==> src/rtl/spi_bus_arbiter.sv <==
// Shares one board SPI bus between several masters: round-robin grant, forced-idle
// guard after each release, and optional revocation of a master that holds the bus idle.
module spi_bus_arbiter #(
  parameter int   REQ_CNT      = 2,
  parameter int   SS_CNT       = 6,
  parameter int   GUARD_CYCLES = 4,
  parameter int   HOLD_TIMEOUT = 0,
  parameter logic SCK_IDLE     = 1'b0
) (
  input  logic                      clk_i,
  input  logic                      rst_i,
  input  logic [REQ_CNT-1:0]        req_i,
  output logic [REQ_CNT-1:0]        gnt_o,
  input  logic [REQ_CNT-1:0]        sck_i,
  input  logic [REQ_CNT-1:0]        mosi_i,
  input  logic [REQ_CNT*SS_CNT-1:0] ss_i,
  input  logic                      miso_i,
  output logic                      sck_o,
  output logic                      mosi_o,
  output logic [SS_CNT-1:0]         ss_o,
  output logic [REQ_CNT-1:0]        miso_o,
  output logic [1:0]                owner_o,
  output logic                      busy_o
);

  localparam int GW = $clog2(GUARD_CYCLES + 1);
  localparam int HW = (HOLD_TIMEOUT > 0) ? $clog2(HOLD_TIMEOUT + 1) : 1;
  localparam logic [GW-1:0] GUARD_LAST = GW'(GUARD_CYCLES);
  localparam logic [HW-1:0] HOLD_LIMIT = HW'(HOLD_TIMEOUT);

  typedef enum logic [1:0] {S_IDLE, S_GRANT, S_GUARD} state_t;

  state_t              state, state_nxt;
  logic [1:0]          ptr, ptr_nxt, owner_nxt;
  logic [REQ_CNT-1:0]  gnt_nxt;
  logic                sck_nxt, mosi_nxt;
  logic [SS_CNT-1:0]   ss_nxt;
  logic [GW-1:0]       guard_cnt, guard_nxt;
  logic [HW-1:0]       idle_cnt, idle_nxt;

  logic                own_req, own_sck, own_mosi;
  logic [SS_CNT-1:0]   own_ss;
  logic                win_vld;
  logic [1:0]          win;
  logic                others_req, revoke;

  // NOTE: every combinational output gets a default before any branch, so no path can infer a latch.
  always_comb begin
    own_req  = 1'b0;
    own_sck  = SCK_IDLE;
    own_mosi = 1'b1;
    own_ss   = '1;
    for (int k = 0; k < REQ_CNT; k++) begin
      if (owner_o == 2'(k)) begin
        own_req  = req_i[k];
        own_sck  = sck_i[k];
        own_mosi = mosi_i[k];
        own_ss   = ss_i[k*SS_CNT +: SS_CNT];
      end
    end
  end

  // First requester found searching upward from ptr, wrapping at REQ_CNT.
  always_comb begin
    win_vld = 1'b0;
    win     = ptr;
    for (int i = 0; i < REQ_CNT; i++) begin
      for (int k = 0; k < REQ_CNT; k++) begin
        if (!win_vld && k == (int'(ptr) + i) % REQ_CNT && req_i[k]) begin
          win_vld = 1'b1;
          win     = 2'(k);
        end
      end
    end
  end

  assign others_req = |(req_i & ~gnt_o);
  assign revoke     = (HOLD_TIMEOUT != 0) && (idle_cnt == HOLD_LIMIT) && others_req;

  always_comb begin
    state_nxt = state;
    gnt_nxt   = gnt_o;
    owner_nxt = owner_o;
    ptr_nxt   = ptr;
    sck_nxt   = SCK_IDLE;
    mosi_nxt  = 1'b1;
    ss_nxt    = '1;
    guard_nxt = '0;
    idle_nxt  = '0;
    case (state)
      S_IDLE: begin
        if (win_vld) begin
          state_nxt = S_GRANT;
          owner_nxt = win;
          for (int k = 0; k < REQ_CNT; k++) gnt_nxt[k] = (win == 2'(k));
        end
      end
      S_GRANT: begin
        if (!own_req || revoke) begin
          state_nxt = S_GUARD;
          gnt_nxt   = '0;
          ptr_nxt   = (owner_o == 2'(REQ_CNT - 1)) ? 2'd0 : owner_o + 2'd1;
        end else begin
          sck_nxt  = own_sck;
          mosi_nxt = own_mosi;
          ss_nxt   = own_ss;
          // Saturates at the limit so a late second requester still triggers revocation.
          if (&own_ss) idle_nxt = (idle_cnt == HOLD_LIMIT) ? idle_cnt : idle_cnt + 1'b1;
        end
      end
      S_GUARD: begin
        if (guard_cnt == GUARD_LAST) state_nxt = S_IDLE;
        else                         guard_nxt = guard_cnt + 1'b1;
      end
      default: state_nxt = S_IDLE;
    endcase
  end

  // NOTE: state registers use non-blocking assignments so every flop samples pre-edge values.
  always_ff @(posedge clk_i) begin
    if (rst_i) begin
      state     <= S_IDLE;
      gnt_o     <= '0;
      owner_o   <= '0;
      ptr       <= '0;
      sck_o     <= SCK_IDLE;
      mosi_o    <= 1'b1;
      ss_o      <= '1;
      busy_o    <= 1'b0;
      guard_cnt <= '0;
      idle_cnt  <= '0;
    end else begin
      state     <= state_nxt;
      gnt_o     <= gnt_nxt;
      owner_o   <= owner_nxt;
      ptr       <= ptr_nxt;
      sck_o     <= sck_nxt;
      mosi_o    <= mosi_nxt;
      ss_o      <= ss_nxt;
      busy_o    <= (state_nxt != S_IDLE);
      guard_cnt <= guard_nxt;
      idle_cnt  <= idle_nxt;
    end
  end

  always_comb begin
    miso_o = '1;
    if (state == S_GRANT) begin
      for (int k = 0; k < REQ_CNT; k++) begin
        if (owner_o == 2'(k)) miso_o[k] = miso_i;
      end
    end
  end

endmodule

==> config.mk <==
export PLATFORM = sky130hd
export DESIGN_NAME = spi_bus_arbiter
export DESIGN_NICKNAME = d
export VERILOG_FILES = /design/src/rtl/spi_bus_arbiter.sv
export SDC_FILE = /design/constraint.sdc
export NUM_CORES = 1
export LEC_CHECK = 0
export BUFFER_PORTS_ARGS = -buffer_cell sky130_fd_sc_hd__buf_2
export CAP_MARGIN = 25
export CORE_MARGIN = 2
export CORE_UTILIZATION = 45
export CTS_CLUSTER_DIAMETER = 40
export DETAILED_ROUTE_END_ITERATION = 7
export GPL_TIMING_DRIVEN = 0
export PLACE_DENSITY_LB_ADDON = 0.12
export REMOVE_ABC_BUFFERS = 1
export SLEW_MARGIN = 20
export SYNTH_ARGS = -nofsm -noshare
export SYNTH_HDL_FRONTEND = slang
export SYNTH_SLANG_ARGS = --single-unit
export TNS_END_PERCENT = 5
==> constraint.sdc <==
create_clock -name clk_i -period 1.43 [get_ports clk_i]
set_input_delay 0 -clock clk_i [delete_from_list [all_inputs] [get_ports clk_i]]
set_output_delay 0 -clock clk_i [all_outputs]
set_load 0.1 [all_outputs]
---- Word level (Yosys, flattened, before mapping) ----
Index checks and enable logic that the tools add are counted.
W data, S select, Z words.
word-level totals
  input port bits ......................... 21
  register bits ........................... 20
  output and inout bits ................... 15
  word-level logic and storage cells ...... 73
cells by class
  bitwise operators ....................... 4
  muxes and demuxes ....................... 27
  $add $sub $neg .......................... 3
  equality and inequality tests ........... 8
  reductions and logical operators ........ 22
operator list
  operator               count
  $logic_not A32 Y1      2
  $mux W2                11
  $mux W1                12
  $mux W6                2
  $logic_and A1 B1 Y1    7
  $eq A2 B1 Y1 const B   3
  $logic_not A2 Y1       3
  $pmux W2 S3            1
  $reduce_or A3 Y1       2
  $ne A2 B2 Y1 const B   2
  $pmux W2 S2            1
  $reduce_and A2 Y1      2
  $reduce_bool A2 Y1     2
  $add A3 B1 Y3 const B  1
  $eq A3 B3 Y1 const B   1
  $logic_not A1 Y1       3
  $not A1 Y1             3
  $reduce_and A3 Y1      1
  $add A2 B1 Y2 const B  1
  $eq A2 B2 Y1 const A   1
  $eq A2 B2 Y1 const B   1
  $add A1 B1 Y1 const B  1
  $and A1 B1 Y1 const A  1

---- Logic depth before layout (Yosys ltp) ----
  depth in word-level cells ............... 18
  mapped depth ............................ 5

---- Worst setup path after synthesis ----
Ideal clock, no wire load.
  path kind ............................... register to output
  from .................................... reg owner_o[0]
  to ...................................... out miso_o[0]
  setup slack ............................. -816 ps
  path buffers ............................ 2
  arrival time ............................ 2,246 ps
  required time ........................... 1,430 ps
  stages on the path, launching flop included .. 4
  cell sequence ........................... dfxtp_1 -> buf_4 -> buf_2 -> nand2b_1
on the way
  cells in the longest elaborated chain, start to end .. 3
RTL lines
  element                 line  text
  start, declared         22    output logic [1:0] owner_o,
  start signal, assigned  135   owner_o <= owner_nxt;
  $logic_not A2 Y1        150   if (owner_o == 2'(k)) miso_o[k] = miso_i;
  $mux W1                 150
  $mux W2                 148   if (state == S_GRANT) begin
  end, declared           21    output logic [REQ_CNT-1:0] miso_o,
Every way passes these cells.

---- Final worst setup path ----
  from .................................... reg state[1]
  to ...................................... out miso_o[1]
on the way
  cells in the longest elaborated chain, start to end .. 2
RTL lines
  element                 line  text
  start, declared         33    state_t state, state_nxt;
  start signal, assigned  133   state <= state_nxt;
  $eq A2 B1 Y1            148
  $mux W2                 148
Every way passes these cells.

==> out/metrics.yaml <==
status:
  outcome: "complete, no violations"
finish:
  layout.nets: 169
  n_antenna_cell: 0
  final_common_cell: "buf_2"
  area_delta_synth_final_pct: 48.6
  drive_above_1_share_pct: 34.5
  final_cell_mix: "33 x buf_2, 16 x dfxtp_1, 16 x dlygate4sd3_1"
detailed_routing:
  drcViolationCount: 0
  first_pass_iters: 4
  first_iter_violations: 18
  postRouteAntennaNets: 0
  routedWlPerCell_um: 12.2
  viasPerCell: 4.94
  vias: 840
  wirelength_mm: 2.07
worst_setup_path:
  cp_top_family: "simple AND/OR/NAND/NOR gates"
  crit_slowest_cell: "dfxtp_2"
  critPathKind: "flop to output port"
  critPathMaxStageDelay_ps: 390
  startpoint_type: "flop"
  critPathMaxFanout: 10
  worstPathCellList: "nand2b_2 -> nor3_2 -> nand2_1 -> buf_6"
  crit_buf_inv: 1
  required_ps: 1430
  crit_path_end_kind: "output port"
  worstPathArrival_ps: 1380
logic_synthesis:
  syn-cell-area_sq_um: 852
  syn_area_per_cell_sq_um: 9.26
  muxShareOfSynthArea_pct: 13.7
  ys_warn_count: 0
  synth_seq_cells: 19
  synth.top_cell.area_share_pct: 44.6
  synth-simple-area-share_pct: 21.7
  yosys-top-cells-area: "dfxtp_1 45%, mux2i_1 11%, nor2_1 5.3%, nand2_1 4.4%, ha_1 2.9%"
  synth_xor_area_share_pct: 1.03
  synth_seq_area_share_pct: 44.6
  synth_compound_area_share_pct: 9.40
  netlist_instances: 92
  synth.distinct_cells: 28
  synthAdderAreaFrac_pct: 2.94
  synth_top_family_by_area: "simple AND/OR/NAND/NOR gates"
  synth_largest_area_cell: "dfxtp_1"
die:
  core_region_area_sq_um: 1750
  die_w_um: 47.5
  start_util_pct: 48.8
  die-area_sq_um: 2260
  ios: 36
  die_h_um: 47.5
  num_rows: 15
global_routing:
  grt_pass1_vias: 724
  grt_pass1_wl_mm: 3.07
  gr-total-overflow: 0
  grt_util_all_layers_pct: 19.2
  grt_max_degree: 16
  antenna_found_initial: 0
clock_network:
  htree_num_levels: 1
  cts_tree: "done"
  cts_num_sinks: 19
  cts_made_buffers: 3
  clk_latency_ps: 300
  clk_path_buf_depth: 2
  cts_root_buf: "clkbuf_4"
  clk_pin_slew_worst_paths_ps: 110
sta:
  finalHoldViolCount: 0
  finalCritPeriodShare_pct: 96.5
  timing.hold.ws_ps: 20.3
  fin_worst_skew_ps: 3.74
  setup_viol: 0
  rsz0062_at_grt: "false"
  relSlewSlack_pct: 67.3
  final.setup.tns_ps: 0
  fmax_ghz: 0.724
  fin_crit_ps: 1380
  slew_violations: 0
  tightest_slew_ps: 494
placed_design:
  portBuffers: 35
  dp_hpwl_mm: 1.19
  gp_congestion: 0.793
run:
  maxCapViolations: 0
power:
  power_density_nw_per_um2: 1000
  p_leak_nw: 0.540
  vdd_drop_max_v: 0.000592
worst_hold_path:
  hp-class: "primary input to flop"
[path summary, 6_finish.rpt]
kind | endpoint | cells past startpoint | slack [ps] | from
min | busy_o$_SDFF_PP0_ | 3 | 20 | req_i[0]
min reg2reg | guard_cnt[0]$_SDFF_PP0_ | 1 | 450 | guard_cnt[0]$_SDFF_PP0_
max | miso_o[1] | 4 | 50 | state[1]$_SDFF_PP0_
max reg2reg | ptr[0]$_SDFFE_PP0P_ | 3 | 110 | owner_o[0]$_SDFFE_PP0P_
[worst register-to-register path, delay by kind of cell (launching register included)]
kind | cells | cell delay [ps]
AOI/OAI and AO/OA | 1 | 160
DFF | 1 | 400
muxes | 2 | 660
[per-stage QoR]
| step | setup slack [ps] | std cells | cell area (sq um) | util (%) | total power (W) |
|---|---|---|---|---|---|
| finish | 49.4 | 170 | 1270 | 72.5 | 0.00127 |
| global route | 4.29 | 170 | 1270 | 72.5 | 0.00133 |
| floorplan | -850 | 86 | 815 | - | 0.000869 |
| global placement | -307 | 146 | 1020 | 58.5 | 0.000939 |
| detailed placement | -315 | 146 | 1020 | 58.5 | 0.000944 |
| CTS | -7.53 | 166 | 1220 | 70.1 | 0.00125 |
[metal layers]
layer	vias up	track usage (%)	part of all wire (%)
li1	416	-	-
met1	377	22.7	42
met2	43	34.1	50
met3	4	5.28	6.9
met4	0	5.00	0.53
met5	-	0	0
[sequential cells by signal (all words and copies together), names as in the netlist]
register   cells
ptr            1
guard_cnt      3
gnt_o          2
sck_o          1
ss_o           6
busy_o         1
mosi_o         1
state          2
owner_o        2
[cell families (layout without fill, tap and decap cells)]
kind of cell / after synthesis / after routing
AO/OA/AOI/OAI: 12 / 12
AND/OR/NAND/NOR: 36 / 36
flip-flops: 19 / 19
buffers and inverters: 11 / 64
adder cells (fa/ha/maj): 2 / 2
multiplexers: 11 / 11
XOR/XNOR: 1 / 1
[area by class of cell]
class | instances | area [sq um]
tap | 25 | 31.3
fill | 126 | 479
multi-input combinational | 62 | 423
timing repair buffer | 55 | 378
inverter | 5 | 18.8
sequential | 19 | 389
clock buffer | 4 | 26.3
[synth_stat cells]
cell type and number:
mux2_4 1, clkbuf_1 1, o21ai_0 1, nor3_1 3, clkbuf_2 1, or3b_4 1
buf_6 1, inv_1 5, mux2i_1 9, nor4_4 1, dfxtp_1 19, a21oi_1 3
a21o_1 1, nand2_1 10, a31oi_1 1, mux2_1 1, o31ai_1 3, nand2b_1 3
buf_4 1, nor2_1 12, nor2b_1 3, xnor2_1 1, a32oi_1 1, buf_2 2
ha_1 2, nand3_1 1, nand4_1 2, o211ai_1 2
[timing repair]
action                                 4_1_cts  5_1_grt
pin swaps                                    0        0
resized for setup                            7        4
setup endpoints to repair                   16        3
buffers inserted                             0        4
endpoints found under the hold margin        8        0
hold buffers                                16        0
[power by group]
group / total [W] / internal [W] / switching (W)
combinational: 0.000404 / 0.000139 / 0.000265
sequential: 0.000591 / 0.000561 / 0.0000302
clock: 0.000274 / 0.000109 / 0.000165
total: 0.00127 / 0.000808 / 0.000460
(Power assumes the default switching activity.)
